<file path="config.mk">
export PLATFORM = sky130hd
export DESIGN_NAME = y86_bus_arbiter
export DESIGN_NICKNAME = d
export VERILOG_FILES = /design/src/rtl/y86_bus_arbiter.sv
export SDC_FILE = /design/constraint.sdc
export NUM_CORES = 1
export LEC_CHECK = 0
export CAP_MARGIN = 5
export CORE_MARGIN = 2
export CORE_UTILIZATION = 40
export CTS_CLUSTER_SIZE = 10
export DETAILED_ROUTE_END_ITERATION = 6
export GPL_TIMING_DRIVEN = 0
export PLACE_DENSITY = 0.87
export SLEW_MARGIN = 25
export SYNTH_ARGS = -nofsm -noshare
export SYNTH_HDL_FRONTEND = slang
export SYNTH_SLANG_ARGS = --single-unit
export TNS_END_PERCENT = 1
</file>
<file path="constraint.sdc">
create_clock -name clk -period 5.2 [get_ports clk]
set_input_delay 1.04 -clock clk [delete_from_list [all_inputs] [get_ports clk]]
set_output_delay 1.04 -clock clk [all_outputs]
set_load 0.02 [all_outputs]
</file>
<file path="src/rtl/y86_bus_arbiter.sv">
// y86_bus_arbiter
// Shares the single y86 memory bus between two masters: master 0 is the
// y86_seq core and master 1 is the DMA/debug loader. One request is latched
// in IDLE, the bus is driven for WAIT_STATES+1 XFER cycles, read data is
// captured on the last XFER cycle, and the owner gets a one-cycle ack in RESP.
// Every output comes straight from a flop, so there is no combinational path
// from a request to any output.
//
// Ports:
//   clk, rst                  clock, asynchronous active-high reset
//   mN_req/we/addr/wdata      master N request (level), direction, address, write data
//   mN_rdata, mN_ack          master N read data (valid with ack) and completion pulse
//   bus_A, bus_out            memory address and write data
//   bus_in                    memory read data
//   bus_WE, bus_RE            memory write / read strobes
//   busy                      high while in XFER or RESP
//   owner                     index of the current or most recently granted master
//
// Optional feature: define ARB_ROUND_ROBIN_EN to alternate grants on
// simultaneous requests. Without it master 0 always wins a tie.

module y86_bus_arbiter #(
    parameter int ADDR_W      = 32,
    parameter int DATA_W      = 32,
    parameter int WAIT_STATES = 1
) (
    input  logic              clk,
    input  logic              rst,
    input  logic              m0_req,
    input  logic              m0_we,
    input  logic [ADDR_W-1:0] m0_addr,
    input  logic [DATA_W-1:0] m0_wdata,
    output logic [DATA_W-1:0] m0_rdata,
    output logic              m0_ack,
    input  logic              m1_req,
    input  logic              m1_we,
    input  logic [ADDR_W-1:0] m1_addr,
    input  logic [DATA_W-1:0] m1_wdata,
    output logic [DATA_W-1:0] m1_rdata,
    output logic              m1_ack,
    output logic [ADDR_W-1:0] bus_A,
    input  logic [DATA_W-1:0] bus_in,
    output logic [DATA_W-1:0] bus_out,
    output logic              bus_WE,
    output logic              bus_RE,
    output logic              busy,
    output logic              owner
);

    typedef enum logic [1:0] {
        IDLE = 2'd0,
        XFER = 2'd1,
        RESP = 2'd2
    } state_t;

    state_t              state_q, state_d;
    logic [3:0]          cnt_q, cnt_d;
    logic                owner_q, owner_d;
    logic [ADDR_W-1:0]   bus_a_q, bus_a_d;
    logic [DATA_W-1:0]   bus_out_q, bus_out_d;
    logic                bus_we_q, bus_we_d;
    logic                bus_re_q, bus_re_d;
    logic                busy_q, busy_d;
    logic                m0_ack_q, m0_ack_d;
    logic                m1_ack_q, m1_ack_d;
    logic [DATA_W-1:0]   m0_rdata_q, m0_rdata_d;
    logic [DATA_W-1:0]   m1_rdata_q, m1_rdata_d;
    logic                grant_m1;
    logic                sel_we;

`ifdef ARB_ROUND_ROBIN_EN
    logic                last_grant_q, last_grant_d;
`endif

    // Arbitration decision, only meaningful in IDLE with a request pending.
    always_comb begin
        grant_m1 = 1'b0;
`ifdef ARB_ROUND_ROBIN_EN
        // On a tie the master that was not served last wins.
        grant_m1 = m1_req & (~m0_req | ~last_grant_q);
`else
        grant_m1 = m1_req & ~m0_req;
`endif
        sel_we = grant_m1 ? m1_we : m0_we;
    end

    // Next-state and next-output computation. Outputs are computed for the
    // state being entered so they appear registered in that state's cycles.
    always_comb begin
        state_d    = state_q;
        cnt_d      = cnt_q;
        owner_d    = owner_q;
        bus_a_d    = bus_a_q;
        bus_out_d  = bus_out_q;
        bus_we_d   = bus_we_q;
        bus_re_d   = bus_re_q;
        m0_ack_d   = 1'b0;
        m1_ack_d   = 1'b0;
        m0_rdata_d = m0_rdata_q;
        m1_rdata_d = m1_rdata_q;
`ifdef ARB_ROUND_ROBIN_EN
        last_grant_d = last_grant_q;
`endif
        case (state_q)
            IDLE: begin
                if (m0_req || m1_req) begin
                    owner_d   = grant_m1;
`ifdef ARB_ROUND_ROBIN_EN
                    last_grant_d = grant_m1;
`endif
                    bus_a_d   = grant_m1 ? m1_addr : m0_addr;
                    bus_out_d = sel_we ? (grant_m1 ? m1_wdata : m0_wdata) : '0;
                    bus_we_d  = sel_we;
                    bus_re_d  = ~sel_we;
                    cnt_d     = 4'(WAIT_STATES);
                    state_d   = XFER;
                end
            end
            XFER: begin
                if (cnt_q == 4'd0) begin
                    // Last bus cycle: bus_in is sampled here for reads.
                    if (bus_re_q) begin
                        if (owner_q) begin
                            m1_rdata_d = bus_in;
                        end else begin
                            m0_rdata_d = bus_in;
                        end
                    end
                    if (owner_q) begin
                        m1_ack_d = 1'b1;
                    end else begin
                        m0_ack_d = 1'b1;
                    end
                    bus_a_d   = '0;
                    bus_out_d = '0;
                    bus_we_d  = 1'b0;
                    bus_re_d  = 1'b0;
                    state_d   = RESP;
                end else begin
                    cnt_d = cnt_q - 4'd1;
                end
            end
            RESP: begin
                state_d = IDLE;
            end
            default: begin
                state_d  = IDLE;
                bus_a_d  = '0;
                bus_we_d = 1'b0;
                bus_re_d = 1'b0;
            end
        endcase
        busy_d = (state_d != IDLE);
    end

    // State and output registers; reset clears everything immediately,
    // which also aborts any transfer in flight without an ack.
    always_ff @(posedge clk or posedge rst) begin
        if (rst) begin
            state_q    <= IDLE;
            cnt_q      <= 4'd0;
            owner_q    <= 1'b0;
            bus_a_q    <= '0;
            bus_out_q  <= '0;
            bus_we_q   <= 1'b0;
            bus_re_q   <= 1'b0;
            busy_q     <= 1'b0;
            m0_ack_q   <= 1'b0;
            m1_ack_q   <= 1'b0;
            m0_rdata_q <= '0;
            m1_rdata_q <= '0;
`ifdef ARB_ROUND_ROBIN_EN
            last_grant_q <= 1'b1;
`endif
        end else begin
            state_q    <= state_d;
            cnt_q      <= cnt_d;
            owner_q    <= owner_d;
            bus_a_q    <= bus_a_d;
            bus_out_q  <= bus_out_d;
            bus_we_q   <= bus_we_d;
            bus_re_q   <= bus_re_d;
            busy_q     <= busy_d;
            m0_ack_q   <= m0_ack_d;
            m1_ack_q   <= m1_ack_d;
            m0_rdata_q <= m0_rdata_d;
            m1_rdata_q <= m1_rdata_d;
`ifdef ARB_ROUND_ROBIN_EN
            last_grant_q <= last_grant_d;
`endif
        end
    end

    assign bus_A    = bus_a_q;
    assign bus_out  = bus_out_q;
    assign bus_WE   = bus_we_q;
    assign bus_RE   = bus_re_q;
    assign busy     = busy_q;
    assign owner    = owner_q;
    assign m0_ack   = m0_ack_q;
    assign m1_ack   = m1_ack_q;
    assign m0_rdata = m0_rdata_q;
    assign m1_rdata = m1_rdata_q;

endmodule

</file>
==> results of run 1 <==
-- per-stage QoR --
| step | util | area [um2] | hold slack, ns | TNS, ns | total power (W) |
|---|---|---|---|---|---|
| after global placement | 0.629 | 9110 | 0.472 | -162.25 | 0.00406 |
| final | 0.676 | 9790 | 0.486 | 0 | 0.00543 |
| after detailed placement | 0.632 | 9150 | 0.473 | 0 | 0.00416 |
| after CTS | 0.676 | 9790 | 0.490 | 0 | 0.00549 |
| after global routing | 0.676 | 9790 | 0.501 | 0 | 0.00571 |
| after floorplan | - | 5890 | 0.493 | 0 | 0.00295 |
-- worst max-delay path by stage --
stage,endpoint,start,slack [ns]
after floorplan,bus_A[0],rst,0.41
after CTS,bus_out[11],m0_req,2.48
after detailed placement,bus_out[20],m0_req,2.06
final,bus_out[11],m0_req,2.46
after global routing,bus_out[11],m0_req,2.32
after global placement,bus_A[22],rst,-1.17
-- routing by layer --
layer	routed length (um)	GRT usage	vias up	part of all wire
li1	-	-	2166	-
met1	6710	0.250	2313	0.39
met2	8900	0.391	194	0.51
met3	1360	0.0766	29	0.078
met4	337	0.0739	0	0.019
met5	0	0	-	0
-- cells in the final DEF, fill, tap and decap left out, drive strengths merged, types with 2 or more instances in the layout --
| master | instances |
|---|---|
| dfrtp | 140 |
| nor2b | 2 |
| clkdlybuf4s50 | 299 |
| ha | 2 |
| a21bo | 2 |
| o2bb2ai | 65 |
| nor3 | 5 |
| clkbuf | 30 |
| nor2 | 3 |
| o31ai | 2 |
| clkinvlp | 2 |
| nand2b | 2 |
| mux2i | 64 |
| o21ai | 2 |
| mux2 | 64 |
| nand2 | 5 |
| inv | 3 |
| clkinv | 4 |
| bufinv | 4 |
| a21oi | 3 |
| buf | 19 |
| a31o | 2 |
-- where the power goes --
group / switching (W) / internal, W / leakage, nW
Clock: 0.000447 / 0.000851 / 0.311
Combinational: 0.00119 / 0.00119 / 2.28
Sequential: 0.000246 / 0.00151 / 1.78
-- cell families (layout without fill, tap and decap cells) --
group	after synthesis	after routing	share of synthesized area
DFF	140	140	0.595
muxes	128	128	0.231
AOI/OAI and AO/OA	81	81	0.117
buffers and inverters	30	361	0.0261
and+or+nand+nor	25	25	0.0272
adders and majority gates	2	2	0.00425
-- sequential cells by signal, summed over array words and instances, names as in the netlist, 2 cells and up --
register	count
state_q	2
m0_rdata	32
m1_rdata	32
bus_out	32
bus_A	32
cnt_q	4
-- layout make-up --
class / instances / area share
Buffer: 27 / 0.0146
Clock buffer: 21 / 0.0491
Clock inverter: 10 / 0.0166
Inverter: 3 / 0.00192
Multi-Input combinational cell: 236 / 0.228
Sequential cell: 140 / 0.358
Tap cell: 184 / 0.0235
Timing Repair Buffer: 300 / 0.308
-- worst reg2reg max path, delay by kind of cell, from the launching register on --
kind                       cells  cell delay [ns]
muxes                          1             0.35
adders and majority gates      1             0.18
and+or+nand+nor                2             0.65
buffers and inverters          3             0.51
DFF                            1             0.40
==> reports/results.tsv, run 1 <==
metric	value	unit
peak supply drop	0.360	mV
crit path kind	in2reg	
worst hold start	bus_out[16]	
GRT Util Overall	0.221	
htree depth	4	
reg2reg path depth	7	
share of layout cells above drive strength 1	0.167	
worst-margin pin slew	0.624	ns
Syn Nets	574	
clk slew on worst S/H paths	0.06	ns
crit end category	register	
hpwl dp	13200	um
hold buffer count at cts	0	
Worst Hold Depth	1	
nets@finish	893	
slowest stage delay, CP	0.51	ns
Die Y-Extent	125	um
drt first pass iters	6	
Die Wd	125	um
slew margin rel.	0.584	
Initial Utilization	0.407	
Synth area leader	dfrtp_1	
Clock Skews	0.00726	ns
CP Launch Type	input port	
Post-CTS Resized	0	
Final Hold Vio Count	0	
post-synth design cell area	5890	um2
clk sinks	140	
Placed Cells incl. Taps	890	
Crit path max-delay family	buffers and inverters	
routability cong.	0.851	
status	finished clean	
Yosys warnings	0	
min Tclk post-route	2.74	ns
Synth area leaders	dfrtp_1 (59%), mux2_2 (12%), mux2i_1 (11%)	
ys async rst share	1.00	
Gate Count Post-Synth	406	
first-pass GRT wire length	27500	um
core area	14500	um2
drt initial violations	159	
dpl ws	2.06	ns
Post-synth EDFFs	0	
ANT cells	0	
Leak	4.38	nW
WP data arrival	3.05	ns
Area Growth Syn to Fin	66.2	%
IO Pins	300	
Hold Path End	bus_out[16]	
Final Cycle Share	0.526	
setup violators final	0	
CP max FO	10	
Skew-Pair Late Insertion Delay	0.41	ns
max frequency	365	MHz
syn avg cell area	14.5	um2
Reg-to-Reg End	m1_rdata[5]	
fin cells	921	
Multi-input gate area	2230	um2
Reg area	3500	um2
Num CTS Buffers	17	
CP Buf/Inv Count	2	
Critical Path RT	5.51	ns
Power Density	555	nW/um2
count leader, synth	dfrtp_1	
port bufs	299	
RSZ-0062 raised after global routing	no	
Synth cell types	34	
largest net degree at the start of global routing	76	
grt ovf	0	
CTS tree	built	
critical path, cell by cell	clkdlybuf4s50_1 > or2_2 > a22oi_1 > clkbuf_1 > o2bb2ai_1	
CP max stage cell	clkdlybuf4s50_1	
Synth Flop Type	dfrtp_1	
number of post-CTS setup repair buffers	0	
Clock Path Buffers	2	
Die ar.	15700	um2
via/cell ratio	5.11	
Crit. path cell count	5	
setup ws final	2.46	ns
vias in the first global route	5155	
FF+latch count, synth	140	
Antenna Nets Post-Route	0	
Core Rows	44	
Hold Crit Class	reg2reg	
sequential share of the synthesized area	0.595	
antenna violations before repair	0	
Commonest cells post-synth	dfrtp_1 (140), o2bb2ai_1 (65), mux2i_1 (64)	
via count	4702	
final WL	17300	um
max-slew violations	0	
internal reg-to-reg setup slack	2.98	ns
clock root cell	clkbuf_16	
Synth top area share	0.595	
fill count	1030	
worst r2r src	cnt_q[0]	
drt wl/cell	18.8	um
drt drc	0	
total of max-cap violations	0	
(Power assumes the default switching activity.)
==> run 2: changes to the inputs <==
==> constraint.sdc (replaced) <==
create_clock -name clk -period 2.8 [get_ports clk]
set_input_delay 0.56 -clock clk [delete_from_list [all_inputs] [get_ports clk]]
set_output_delay 0.56 -clock clk [all_outputs]
set_load 0.02 [all_outputs]
==> run 2 against run 1 <==
Against the previous run:
- non-clock buffer count is 3 higher
- via count is 0.17% higher
- sequential share of layout area is 0.19 points lower
- largest cell class unchanged
==> reports/results.tsv, run 2 (same netlist as run 1, synthesis figures left out) <==
metric	value	unit
fill count	1050	
hpwl dp	13300	um
htree depth	4	
Power Density	1020	nW/um2
crit end category	register	
grt ovf	0	
Core Rows	44	
commonest non-fill, non-tap cells in the layout	clkdlybuf4s50_1 (299), dfrtp_1 (140), o2bb2ai_1 (65)	
number of post-CTS setup repair buffers	0	
Gate power share	0.439	
share of layout cells above drive strength 1	0.171	
worst-margin pin slew	0.683	ns
core area	14500	um2
crit path kind	in2reg	
total of max-cap violations	0	
Die Y-Extent	125	um
slowest stage delay, CP	0.51	ns
Hold Crit Class	reg2reg	
Top Metal Used	met4	
drt first pass iters	4	
switching power	0.00352	W
Multi-input gate area	2230	um2
Die Wd	125	um
Placed Cells incl. Taps	893	
Clock Path Buffers	2	
clk slew on worst S/H paths	0.06	ns
GRT Util Overall	0.226	
Initial Utilization	0.407	
antenna violations before repair	0	
IO Pins	300	
critical path, cell by cell	clkdlybuf4s50_1 > or2_2 > a22oi_1 > clkbuf_1 > o2bb2ai_1	
routability cong.	0.818	
commonest non-fill, non-tap cell in the layout	clkdlybuf4s50_1	
Post-CTS Resized	0	
RSZ-0062 raised after global routing	no	
peak supply drop	0.724	mV
port bufs	299	
Antenna Nets Post-Route	0	
drt initial violations	146	
WP data arrival	2.51	ns
max frequency	458	MHz
setup total negative slack	0	ns
Internal Power	0.00656	W
Critical Path RT	3.13	ns
clock root cell	clkbuf_16	
sequential power share	0.325	
Final Hold Vio Count	0	
sw frac	0.350	
CTS tree	built	
clk sinks	140	
CP Buf/Inv Count	2	
via/cell ratio	5.09	
routed wl met2	8890	um
hold buffer count at cts	0	
Die ar.	15700	um2
largest net degree at the start of global routing	33	
met3 wire len	1560	um
Reg area	3500	um2
vias in the first global route	5307	
Area Growth Syn to Fin	67.1	%
Util after Layout	0.680	
worst hold margin	0.486	ns
overall power	0.0101	W
via count	4710	
CP max FO	10	
fin cells	925	
Skew-Pair Late Insertion Delay	0.42	ns
wl on met1	6380	um
ANT cells	0	
first-pass GRT wire length	28000	um
setup violators final	0	
CP max stage cell	clkdlybuf4s50_1	
Num CTS Buffers	17	
final WL	17300	um
drt drc	0	
Crit path max-delay family	buffers and inverters	
clock power share	0.236	
max-slew violations	0	
drt wl/cell	18.7	um
CP Launch Type	input port	
status	finished clean	
nets@finish	896	
Clock Skews	0.00606	ns
Final Cycle Share	0.779	
slew margin rel.	0.544	
min Tclk post-route	2.18	ns
Leak	4.40	nW
[run 2: changes by cell type in the layout (fill, tap and decap cells not counted), sizes merged]
cell / delta
buf: +3
clkbuf: +2
clkinv: -2
clkinvlp: +2
bufinv: -1
[run 2: power by group through the flow]
| stage | clock network (W) | logic (W) | registers (W) |
|---|---|---|---|
| 2_1_floorplan | 0 | 0.00135 | 0.00413 |
| 3_3_place_gp | 0 | 0.00431 | 0.00323 |
| 3_5_place_dp | 0 | 0.00445 | 0.00329 |
| 4_1_cts | 0.00241 | 0.00447 | 0.00327 |
| 5_1_grt | 0.00253 | 0.00470 | 0.00337 |
| 6_report | 0.00238 | 0.00443 | 0.00327 |
[run 2: stage by stage]
stage                     area (um2)  setup WS (ns)
after floorplan                 5890          0.491
after global placement          9120         -0.568
after detailed placement        9210          0.171
after CTS                       9840          0.615
after global routing            9840          0.475
final                           9840          0.618
[run 2: area by class of cell]
class	count	area share
clock inverters	9	0.0133
clock buffers	23	0.0516
multi-input cells	236	0.227
well taps	184	0.0234
repair buffers	303	0.313
plain buffers	27	0.0145
inverters	3	0.00153
flip-flops and latches	140	0.356
[run 2: final timing paths]
kind                        startpoint          end  slack [ns]  cells past startpoint
setup / recovery                m0_req  bus_out[11]        0.62                      5
hold / removal             bus_out[31]  bus_out[31]        0.49                      1
setup reg to reg              cnt_q[0]  m1_rdata[3]        0.62                      7
hold reg to reg            bus_out[31]  bus_out[31]        0.49                      1
max in group asynchronous          rst     cnt_q[2]        1.19                      5
min in group asynchronous          rst   bus_out[2]        0.61                      2
[run 2: routing by layer]
layer,global-route usage,vias to the layer above
met3,0.0937,38
met5,0,-
met2,0.396,210
li1,-,2163
met4,0.0928,0
met1,0.242,2299
==> run 3: changes to the inputs <==
==> constraint.sdc (replaced) <==
create_clock -name clk -period 2.1 [get_ports clk]
set_input_delay 0.42 -clock clk [delete_from_list [all_inputs] [get_ports clk]]
set_output_delay 0.42 -clock clk [all_outputs]
set_load 0.02 [all_outputs]
==> run 3 against run 2 <==
Against the previous run:
- sequential share of layout area is 0.53 points lower
- count of clock-buffer cells in the layout stayed put
- sequential power is 34% higher
- largest power group unchanged
- via count is 0.70% higher
- sequential cell count stayed put
- final cell count is 0.76% higher
- non-clock buffer count is 7 higher
- routed wire length is 1.9% higher
- critical path type is now reg2reg
- register-to-register slack worse by 0.56 ns
- largest cell class unchanged
- hold slack worse by 0.016 ns
- cell area is 1.5% higher
==> reports/results.tsv, run 3 (same netlist as run 1, synthesis figures left out) <==
metric	value	unit
Util after Layout	0.690	
via count	4743	
ANT cells	0	
GRT Util Overall	0.229	
total of max-cap violations	0	
worst hold margin	0.470	ns
htree depth	4	
core area	14500	um2
largest net degree at the start of global routing	33	
Die Y-Extent	125	um
Die ar.	15700	um2
Skew-Pair Late Insertion Delay	0.42	ns
Power Density	1360	nW/um2
max-slew violations	0	
Final Cycle Share	0.974	
CP max stage cell	dfrtp_1	
drt wl/cell	18.9	um
first-pass GRT wire length	28300	um
clk sinks	140	
clk slew on worst S/H paths	0.06	ns
commonest non-fill, non-tap cells in the layout	clkdlybuf4s50_1 (299), dfrtp_1 (140), o2bb2ai_1 (65)	
Area Growth Syn to Fin	69.6	%
max frequency	489	MHz
vias in the first global route	5332	
antenna violations before repair	0	
drt drc	0	
final WL	17600	um
IO Pins	300	
fill count	1031	
Crit path max-delay family	buffers and inverters	
CP max FO	10	
grt ovf	0	
port bufs	299	
CTS tree	built	
CP most frequent cell	buf_6	
via/cell ratio	5.09	
Clock Path Buffers	2	
Antenna Nets Post-Route	0	
Num CTS Buffers	17	
fin cells	932	
crit end category	register	
Clock Skews	0.00530	ns
setup violators final	0	
worst-margin pin slew	0.684	ns
Crit. path cell count	8	
commonest non-fill, non-tap cell in the layout	clkdlybuf4s50_1	
routability cong.	0.818	
Final Hold Vio Count	0	
slew margin rel.	0.543	
reg2reg path depth	8	
WP data arrival	2.35	ns
CP Buf/Inv Count	4	
min Tclk post-route	2.04	ns
crit path kind	reg2reg	
drt first pass iters	4	
critical path, cell by cell	inv_2 > ha_4 > or3b_1 > buf_6 > nor3_4 > buf_6 > buf_12 > mux2_2	
status	finished clean	
slowest stage delay, CP	0.39	ns
hpwl dp	13300	um
Initial Utilization	0.407	
Placed Cells incl. Taps	893	
CP Launch Type	register	
Critical Path RT	2.40	ns
Leak	4.46	nW
RSZ-0062 raised after global routing	no	
share of layout cells above drive strength 1	0.186	
Hold Crit Class	in2async	
nets@finish	903	
drt initial violations	166	
peak supply drop	0.949	mV
clock root cell	clkbuf_16	
Die Wd	125	um
Core Rows	44	
-- run 3: cell types whose count changed in the layout (fill, tap and decap cells not counted), moves of 2 or more --
| cell | delta |
|---|---|
| mux2_4 | +2 |
| inv_1 | -2 |
| buf_4 | +4 |
| mux2_2 | -2 |
| inv_2 | +2 |
| buf_8 | +2 |
-- run 3: worst paths after layout --
kind / startpoint / end / slack, ns
setup reg to reg: cnt_q[0] / m1_rdata[31] / 0.06
setup / recovery: cnt_q[0] / m1_rdata[31] / 0.06
max in group asynchronous: rst / cnt_q[2] / 0.62
hold reg to reg: bus_out[8] / bus_out[8] / 0.49
hold / removal: rst / bus_out[2] / 0.47
min in group clk: bus_out[8] / bus_out[8] / 0.49
-- run 3: what timing repair did --
action,in CTS,in global routing
gates resized for setup,11,7
endpoints found under the setup margin,86,110
gates cloned,1,1
hold buffers,0,0
pin swaps,1,1
setup buffers,3,2
-- run 3: per-stage QoR --
step	setup slack (ns)	total power, W	TNS, ns	area [um2]
detailed placement	-0.389	0.0103	-19.51	9210
global placement	-1.13	0.0101	-169.19	9120
global route	0.0182	0.0143	0	9990
floorplan	-0.0691	0.00730	-9.67	5890
CTS	0.00245	0.0136	0	9930
finish	0.0554	0.0136	0	9990
-- run 3: power by group --
| group | switching (W) | internal, W |
|---|---|---|
| registers | 0.000628 | 0.00374 |
| logic | 0.00301 | 0.00304 |
| clock network | 0.00111 | 0.00206 |
-- run 3: routing by layer --
metal  share of wire  global-route usage  wire, um  up-vias
met5               0                   0         0        -
met4           0.026              0.0928       461        0
met3           0.089              0.0946      1560       37
met2            0.52               0.403      9110      206
met1            0.37               0.244      6510     2316
li1                -                   -         -     2184
-- run 3: layout make-up --
| cell class | count | area (um2) | area share |
|---|---|---|---|
| clock buffer | 23 | 508 | 0.0508 |
| sequential | 140 | 3500 | 0.351 |
| multi-input combinational | 236 | 2260 | 0.227 |
| buffer | 27 | 166 | 0.0167 |
| tap | 184 | 230 | 0.0230 |
| timing repair buffer | 310 | 3170 | 0.318 |
| inverter | 3 | 15.0 | 0.00150 |
| clock inverter | 9 | 131 | 0.0131 |
-- run 3: worst reg2reg max path, cell delays in order, from the launching register on --
cell,delay [ns]
dfrtp_1,0.39
inv_2,0.09
ha_4,0.14
or3b_1,0.36
buf_6,0.15
nor3_4,0.11
buf_6,0.20
buf_12,0.15
mux2_2,0.34
